<file path="config.mk">
export PLATFORM = sky130hd
export DESIGN_NAME = uart_tx_serializer
export DESIGN_NICKNAME = d
export VERILOG_FILES = /design/src/rtl/uart_tx_serializer.sv
export SDC_FILE = /design/constraint.sdc
export NUM_CORES = 1
export LEC_CHECK = 0
export CAP_MARGIN = 20
export CORE_ASPECT_RATIO = 1.2
export CORE_MARGIN = 5
export CORE_UTILIZATION = 57
export CTS_CLUSTER_DIAMETER = 120
export DETAILED_ROUTE_END_ITERATION = 12
export PLACE_DENSITY = 0.78
export SYNTH_ARGS = -nofsm -noshare
export SYNTH_HDL_FRONTEND = slang
export SYNTH_SLANG_ARGS = --single-unit
</file>
<file path="constraint.sdc">
create_clock -name clk -period 2.4 [get_ports clk]
set_clock_uncertainty 0.05 [all_clocks]
set_input_delay 0.36 -clock clk [delete_from_list [all_inputs] [get_ports clk]]
set_output_delay 0.36 -clock clk [all_outputs]
set_load 0.05 [all_outputs]
</file>
<file path="src/rtl/uart_tx_serializer.sv">
// UART frame serializer: start, 8 data bits LSB first, optional parity,
// 1 or 2 stop bits, with busy status and a one-cycle done pulse.
module uart_tx_serializer #(
  parameter int CLKS_PER_BIT = 5208,
  parameter int PARITY       = 0,
  parameter int STOP_BITS    = 1
) (
  input  logic       clk,
  input  logic       reset_n,
  input  logic       start,
  input  logic [7:0] data_in,
  output logic       tx,
  output logic       busy,
  output logic       done
);

  localparam int CW = (CLKS_PER_BIT > 2) ? $clog2(CLKS_PER_BIT) : 1;
  localparam logic [CW-1:0] LAST = CW'(CLKS_PER_BIT - 1);
  localparam logic PAR_ODD = (PARITY == 2);
  localparam logic PAR_EN  = (PARITY != 0);
  localparam logic ONE_STOP = (STOP_BITS == 1);

  localparam logic [2:0] S_IDLE   = 3'd0;
  localparam logic [2:0] S_START  = 3'd1;
  localparam logic [2:0] S_DATA   = 3'd2;
  localparam logic [2:0] S_PARITY = 3'd3;
  localparam logic [2:0] S_STOP   = 3'd4;

  logic [2:0]    state_q, state_d;
  logic [CW-1:0] cnt_q, cnt_d;
  logic [2:0]    idx_q, idx_d;
  logic [7:0]    shreg_q, shreg_d;
  logic          par_q, par_d;
  logic          stop_q, stop_d;
  logic          tx_q, tx_d;
  logic          busy_q, busy_d;
  logic          done_q, done_d;
  logic          tick;

  assign tick = (cnt_q == LAST);

  always_comb begin
    state_d = state_q;
    cnt_d   = cnt_q;
    idx_d   = idx_q;
    shreg_d = shreg_q;
    par_d   = par_q;
    stop_d  = stop_q;
    tx_d    = tx_q;
    busy_d  = busy_q;
    done_d  = 1'b0;
    if (state_q != S_IDLE) begin
      cnt_d = tick ? '0 : cnt_q + 1'b1;
    end
    case (state_q)
      S_IDLE: begin
        tx_d   = 1'b1;
        busy_d = 1'b0;
        if (start) begin
          shreg_d = data_in;
          par_d   = (^data_in) ^ PAR_ODD;
          cnt_d   = '0;
          idx_d   = '0;
          stop_d  = 1'b0;
          state_d = S_START;
          busy_d  = 1'b1;
          tx_d    = 1'b0;
        end
      end
      S_START: begin
        if (tick) begin
          state_d = S_DATA;
          tx_d    = shreg_q[0];
        end
      end
      S_DATA: begin
        if (tick) begin
          if (idx_q == 3'd7) begin
            idx_d = '0;
            if (PAR_EN) begin
              state_d = S_PARITY;
              tx_d    = par_q;
            end else begin
              state_d = S_STOP;
              tx_d    = 1'b1;
            end
          end else begin
            // shift keeps the next bit at position 0
            idx_d   = idx_q + 1'b1;
            shreg_d = {1'b0, shreg_q[7:1]};
            tx_d    = shreg_q[1];
          end
        end
      end
      S_PARITY: begin
        if (tick) begin
          state_d = S_STOP;
          tx_d    = 1'b1;
        end
      end
      S_STOP: begin
        tx_d = 1'b1;
        if (tick) begin
          if (ONE_STOP || stop_q) begin
            state_d = S_IDLE;
            busy_d  = 1'b0;
            done_d  = 1'b1;
            stop_d  = 1'b0;
          end else begin
            stop_d = 1'b1;
          end
        end
      end
      default: begin
        state_d = S_IDLE;
        tx_d    = 1'b1;
        busy_d  = 1'b0;
      end
    endcase
  end

  always_ff @(posedge clk or negedge reset_n) begin
    if (!reset_n) begin
      state_q <= S_IDLE;
      cnt_q   <= '0;
      idx_q   <= '0;
      shreg_q <= '0;
      par_q   <= 1'b0;
      stop_q  <= 1'b0;
      tx_q    <= 1'b1;
      busy_q  <= 1'b0;
      done_q  <= 1'b0;
    end else begin
      state_q <= state_d;
      cnt_q   <= cnt_d;
      idx_q   <= idx_d;
      shreg_q <= shreg_d;
      par_q   <= par_d;
      stop_q  <= stop_d;
      tx_q    <= tx_d;
      busy_q  <= busy_d;
      done_q  <= done_d;
    end
  end

  assign tx   = tx_q;
  assign busy = busy_q;
  assign done = done_q;

endmodule

</file>
# Word-level counts from Yosys, hierarchy flattened
# Cells that the tools add are included.
[op_classes] add_sub_neg=2 n_eq_ne=13 muxes=30 bitwise=1 n_reduce_logical=9
[op_table] operator="13-bit 2-to-1 mux" n=4
[op_table] operator="3-bit 2-to-1 mux" n=9
[op_table] operator="8-bit 2-to-1 mux" n=3
[op_table] operator="8-bit case mux with 2 select lines" n=1
[op_table] operator="3-bit case mux with 5 select lines" n=1
[op_table] operator="2-bit inequality test, second input constant" n=7
[op_table] operator="13-bit by 1-bit adder with 13-bit output, second input constant" n=1
[op_table] operator="13-bit == test, second input constant" n=1
[op_table] operator="1-bit 2-to-1 mux" n=9
[op_table] operator="3-bit by 2-bit == test with 1-bit output, second input constant" n=2
[op_table] operator="3-bit == test, second input constant" n=2
[op_table] operator="3-bit case mux with 2 select lines" n=1
[op_table] operator="3-bit AND reduction" n=2
[op_table] operator="6-bit AND reduction" n=1
[op_table] operator="1-bit case mux with 4 select lines" n=1
[op_table] operator="4-bit AND reduction" n=1
[op_table] operator="3-bit by 1-bit adder with 3-bit output, second input constant" n=1
[op_table] operator="3-bit by 1-bit == test with 1-bit output, second input constant" n=1
[op_table] operator="3-bit zero test" n=1
[op_table] operator="1-bit case mux with 3 select lines" n=1
[op_table] operator="3-bit nonzero test" n=1
[op_table] operator="3-bit OR reduction" n=1
[op_table] operator="2-bit AND reduction" n=1
[op_table] operator="2-bit nonzero test" n=1
[op_table] operator="1-bit NOT" n=1
[totals] regBits=30 out_inout_bits=3

# Depth between registers and ports, before layout
[depth] depth_word=5 mapped_depth=7

# Least setup slack after synthesis
# Ideal clock, no wire load.
[synth_path] path_kind="register to register" start="reg idx_q[0]" end="reg shreg_q[0]" setup_time_ns=0.125 t_arrival_ns=1.769 slack_ns=0.456 stages_incl_launch_ff=8 synth_period_minus_slack_ns=1.944 path_cell_list="dfrtp_1 -> ha_1 -> ha_1 -> nor2b_1 -> a21oi_1 -> a2111o_1 -> buf_6 -> mux2_4"
[synth_between] elab_chain_len=3
[synth_rtl] element="start, declared" line="31" rtl="logic [2:0] idx_q, idx_d;"
[synth_rtl] element="start signal, assigned" line="136" rtl="idx_q <= idx_d;"
[synth_rtl] element="3-bit == test" line="78" rtl="if (idx_q == 3'd7) begin"
[synth_rtl] element="2-bit inequality test (no line)"
[synth_rtl] element="4-bit AND reduction (no line)"
[synth_rtl] element="end signal, assigned" line="137" rtl="shreg_q <= shreg_d;"
[synth_rtl] element="end, declared" line="32" rtl="logic [7:0] shreg_q, shreg_d;"
# No other way between the ends.
# A chain may end at the register's enable or synchronous reset.

# Final worst setup path
[layout_path] start="reg cnt_q[0]" end="reg shreg_q[5]"
[layout_between] elab_chain_len=3
[layout_rtl] element="start, declared" line="30" rtl="logic [CW-1:0] cnt_q, cnt_d;"
[layout_rtl] element="start signal, assigned" line="135" rtl="cnt_q <= cnt_d;"
[layout_rtl] element="13-bit == test" line="40" rtl="assign tick = (cnt_q == LAST);"
[layout_rtl] element="2-bit inequality test (no line)"
[layout_rtl] element="4-bit AND reduction (no line)"
# No other way between the ends.

==> results.json <==
{
  "synth_cells": 174,
  "p_clk_share_pct": 27.1,
  "layout_min_cycle_time_ns": 2.24,
  "p_switching_uw": 493,
  "critPathKind": "flip-flop to flip-flop",
  "powerDensity_mw_per_mm2": 768,
  "std_cell_rows": 22,
  "synth_edf_count": 0,
  "drv_cap": 0,
  "status": "finished, final reports clean",
  "synth_compound_area_share_pct": 11.7,
  "critPathTopFamily": "compound AO/OA/AOI/OAI gates",
  "cts-htree-levels": 2,
  "hold_path.class": "input port to asynchronous set/reset pin",
  "yosys_register_bits": 30,
  "synth.avg_cell_area_um2": 9.92,
  "final-seq-area_um2": 752,
  "clockRootBuffer": "clkbuf_4",
  "yosysSeqAreaShare_pct": 43.6,
  "clock_latency_ns": 0.34,
  "diodes": 0,
  "postRouteAntennaNets": 0,
  "synth.distinct_cells": 47,
  "seqPwrFrac_pct": 48.8,
  "finalSetupTns_ns": 0,
  "grt_use_total_pct": 21.0,
  "multi_input_area_um2": 892,
  "fillCellCount": 241,
  "ys_warn_count": 0,
  "clkTransAtPathRegs_ns": 0.10,
  "finalMaxSlewViolations": 0,
  "yosys.area_share.simple_pct": 26.7,
  "max_freq_mhz": 447,
  "hold_buffers": 0,
  "synth_nets": 188,
  "p_leak_nw": 0.822,
  "grt_max_degree": 31,
  "gp_congestion": 0.811,
  "fp.dieH_um": 70.3,
  "cts_buffers": 5,
  "crit_path_top_delay_cell": "a2111o_1",
  "drive_above_1_share_pct": 16.9,
  "regToRegSetupSlack_ns": 0.16,
  "initial_core_util_pct": 57.5,
  "ios": 14,
  "vias": 1468,
  "critPathMaxFanout": 8,
  "grt_pass1_vias": 1438,
  "drt_iter0_drc": 129,
  "synth_top_family_by_area": "simple AND/OR/NAND/NOR gates",
  "cp-end-kind": "flip-flop",
  "synthAdderAreaFrac_pct": 2.17,
  "startpoint_type": "flip-flop",
  "wl_per_cell_um": 17.0,
  "cts_tree": "built",
  "cts_resized": 0,
  "die-area_mm2": 0.00423,
  "crit_required_ns": 2.59,
  "port_buffers": 13,
  "cp_slowest_stage_delay_ns": 0.64,
  "sw_frac_of_total_pct": 32.5,
  "post-route-period-util_pct": 93.2,
  "netlist_area_mm2": 0.00173,
  "p_total_mw": 1.52,
  "gr-total-overflow": 0,
  "post_cts_buffers": 0,
  "drt_first_pass_iters": 4,
  "chipWidth_um": 60.2,
  "cts_sinks": 30,
  "synth_mux_area_share_pct": 10.7,
  "irDropWorstVdd_v": 0.000643,
  "viasPerCell": 6.52,
  "fin_nets": 202,
  "final_hold_viol_count": 0,
  "syn_to_final_growth_pct": 14.3,
  "core_mm2": 0.00300,
  "tightest_slew_ns": 0.575,
  "rsz0062_at_grt": "no",
  "clockBufferDepth": 2,
  "cp.arrival_ns": 2.42,
  "dp_hpwl_um": 2730,
  "final_common_cell": "dfrtp_1",
  "antenna_found_initial": 0,
  "p_comb_share_pct": 24.1,
  "async_flop_share_pct": 100,
  "drc": 0,
  "worst-path-buf-inv": 0,
  "wl_um": 3820,
  "worstPathCellList": "ha_1 -> and4b_1 -> nand3_1 -> a2111o_1 -> mux2_4",
  "synth_flop_cell": "dfrtp_1",
  "relSlewSlack_pct": 61.5,
  "setup_viol": 0,
  "p_int_mw": 1.02,
  "grt_pass1_wl_um": 6780,
  "synth_xor_area_share_pct": 0.507,
  "mostFrequentLayoutCells": "dfrtp_1, nand3_1, nand2_1"
}
-- power by group through the flow --
stage	sequential [mW]	clock [mW]	combinational [mW]
2_1_floorplan	0.738	0	0.252
3_3_place_gp	0.736	0	0.355
3_5_place_dp	0.745	0	0.369
4_1_cts	0.739	0.419	0.369
5_1_grt	0.757	0.440	0.407
6_report	0.740	0.411	0.365
-- layer usage --
layer	share of wire, %	vias to the layer above	track usage [%]
li1	-	684	-
met1	39	725	25.1
met2	53	52	35.3
met3	5.7	7	5.18
met4	1.8	0	7.88
met5	0	-	0
-- area by class of cell --
type / count / share of cell area (%)
inverter: 6 / 1.14
multi-input combinational: 127 / 45.2
timing repair buffer: 18 / 9.13
sequential: 30 / 38.1
clock buffer: 5 / 1.90
tap: 36 / 2.28
clock inverter: 3 / 2.28
-- cell usage after synthesis (all sizes together) (3+ instances only) --
library cell / n / area (um2)
dfrtp: 29 / 726
nand3: 20 / 100
nand2: 18 / 67.6
mux2: 14 / 184
nand4: 7 / 43.8
o21ai: 7 / 35.0
clkbuf: 6 / 22.5
inv: 6 / 22.5
nor2: 6 / 22.5
buf: 5 / 37.5
or4: 5 / 37.5
a21oi: 4 / 20.0
a31oi: 4 / 25.0
and3: 4 / 25.0
or3: 4 / 25.0
a32o: 3 / 30.0
ha: 3 / 37.5
nor4: 3 / 25.0
-- state kept, by name, indices dropped and copies added (netlist names) --
name	cells
state_q	3
idx_q	3
tx	1
done	1
cnt_q	13
shreg_q	8
busy	1
-- cells by family (layout without fill, tap and decap cells) --
family,after synthesis,after routing
and+or+nand+nor,80,80
muxes,14,14
xor gates and xnor gates,1,1
AOI/OAI and AO/OA,29,29
adders and majority gates,3,3
DFF,30,30
buffers and inverters,17,32
-- path summary, 6_finish.rpt --
check                            from    endpoint  cells past startpoint
max reg2reg                  cnt_q[0]  shreg_q[5]                      5
min in group clk           shreg_q[7]  shreg_q[7]                      1
max                          cnt_q[0]  shreg_q[5]                      5
min reg2reg                shreg_q[7]  shreg_q[7]                      1
min                           reset_n        done                      2
max in group asynchronous     reset_n          tx                      2
-- stage by stage --
| step | cells | utilization [%] | instance area, um2 | worst slack [ns] | hold slack (ns) |
|---|---|---|---|---|---|
| 2_1_floorplan | 174 | - | 1730 | 0.456 | 0.0144 |
| 3_3_place_gp | 217 | 63.1 | 1890 | 0.257 | 0.431 |
| 3_5_place_dp | 217 | 63.1 | 1890 | 0.207 | 0.436 |
| 4_1_cts | 225 | 65.8 | 1970 | 0.184 | 0.313 |
| 5_1_grt | 225 | 65.8 | 1970 | 0.0614 | 0.323 |
| 6_report | 225 | 65.8 | 1970 | 0.164 | 0.317 |
Note: power is estimated with default switching activity, not from simulation.
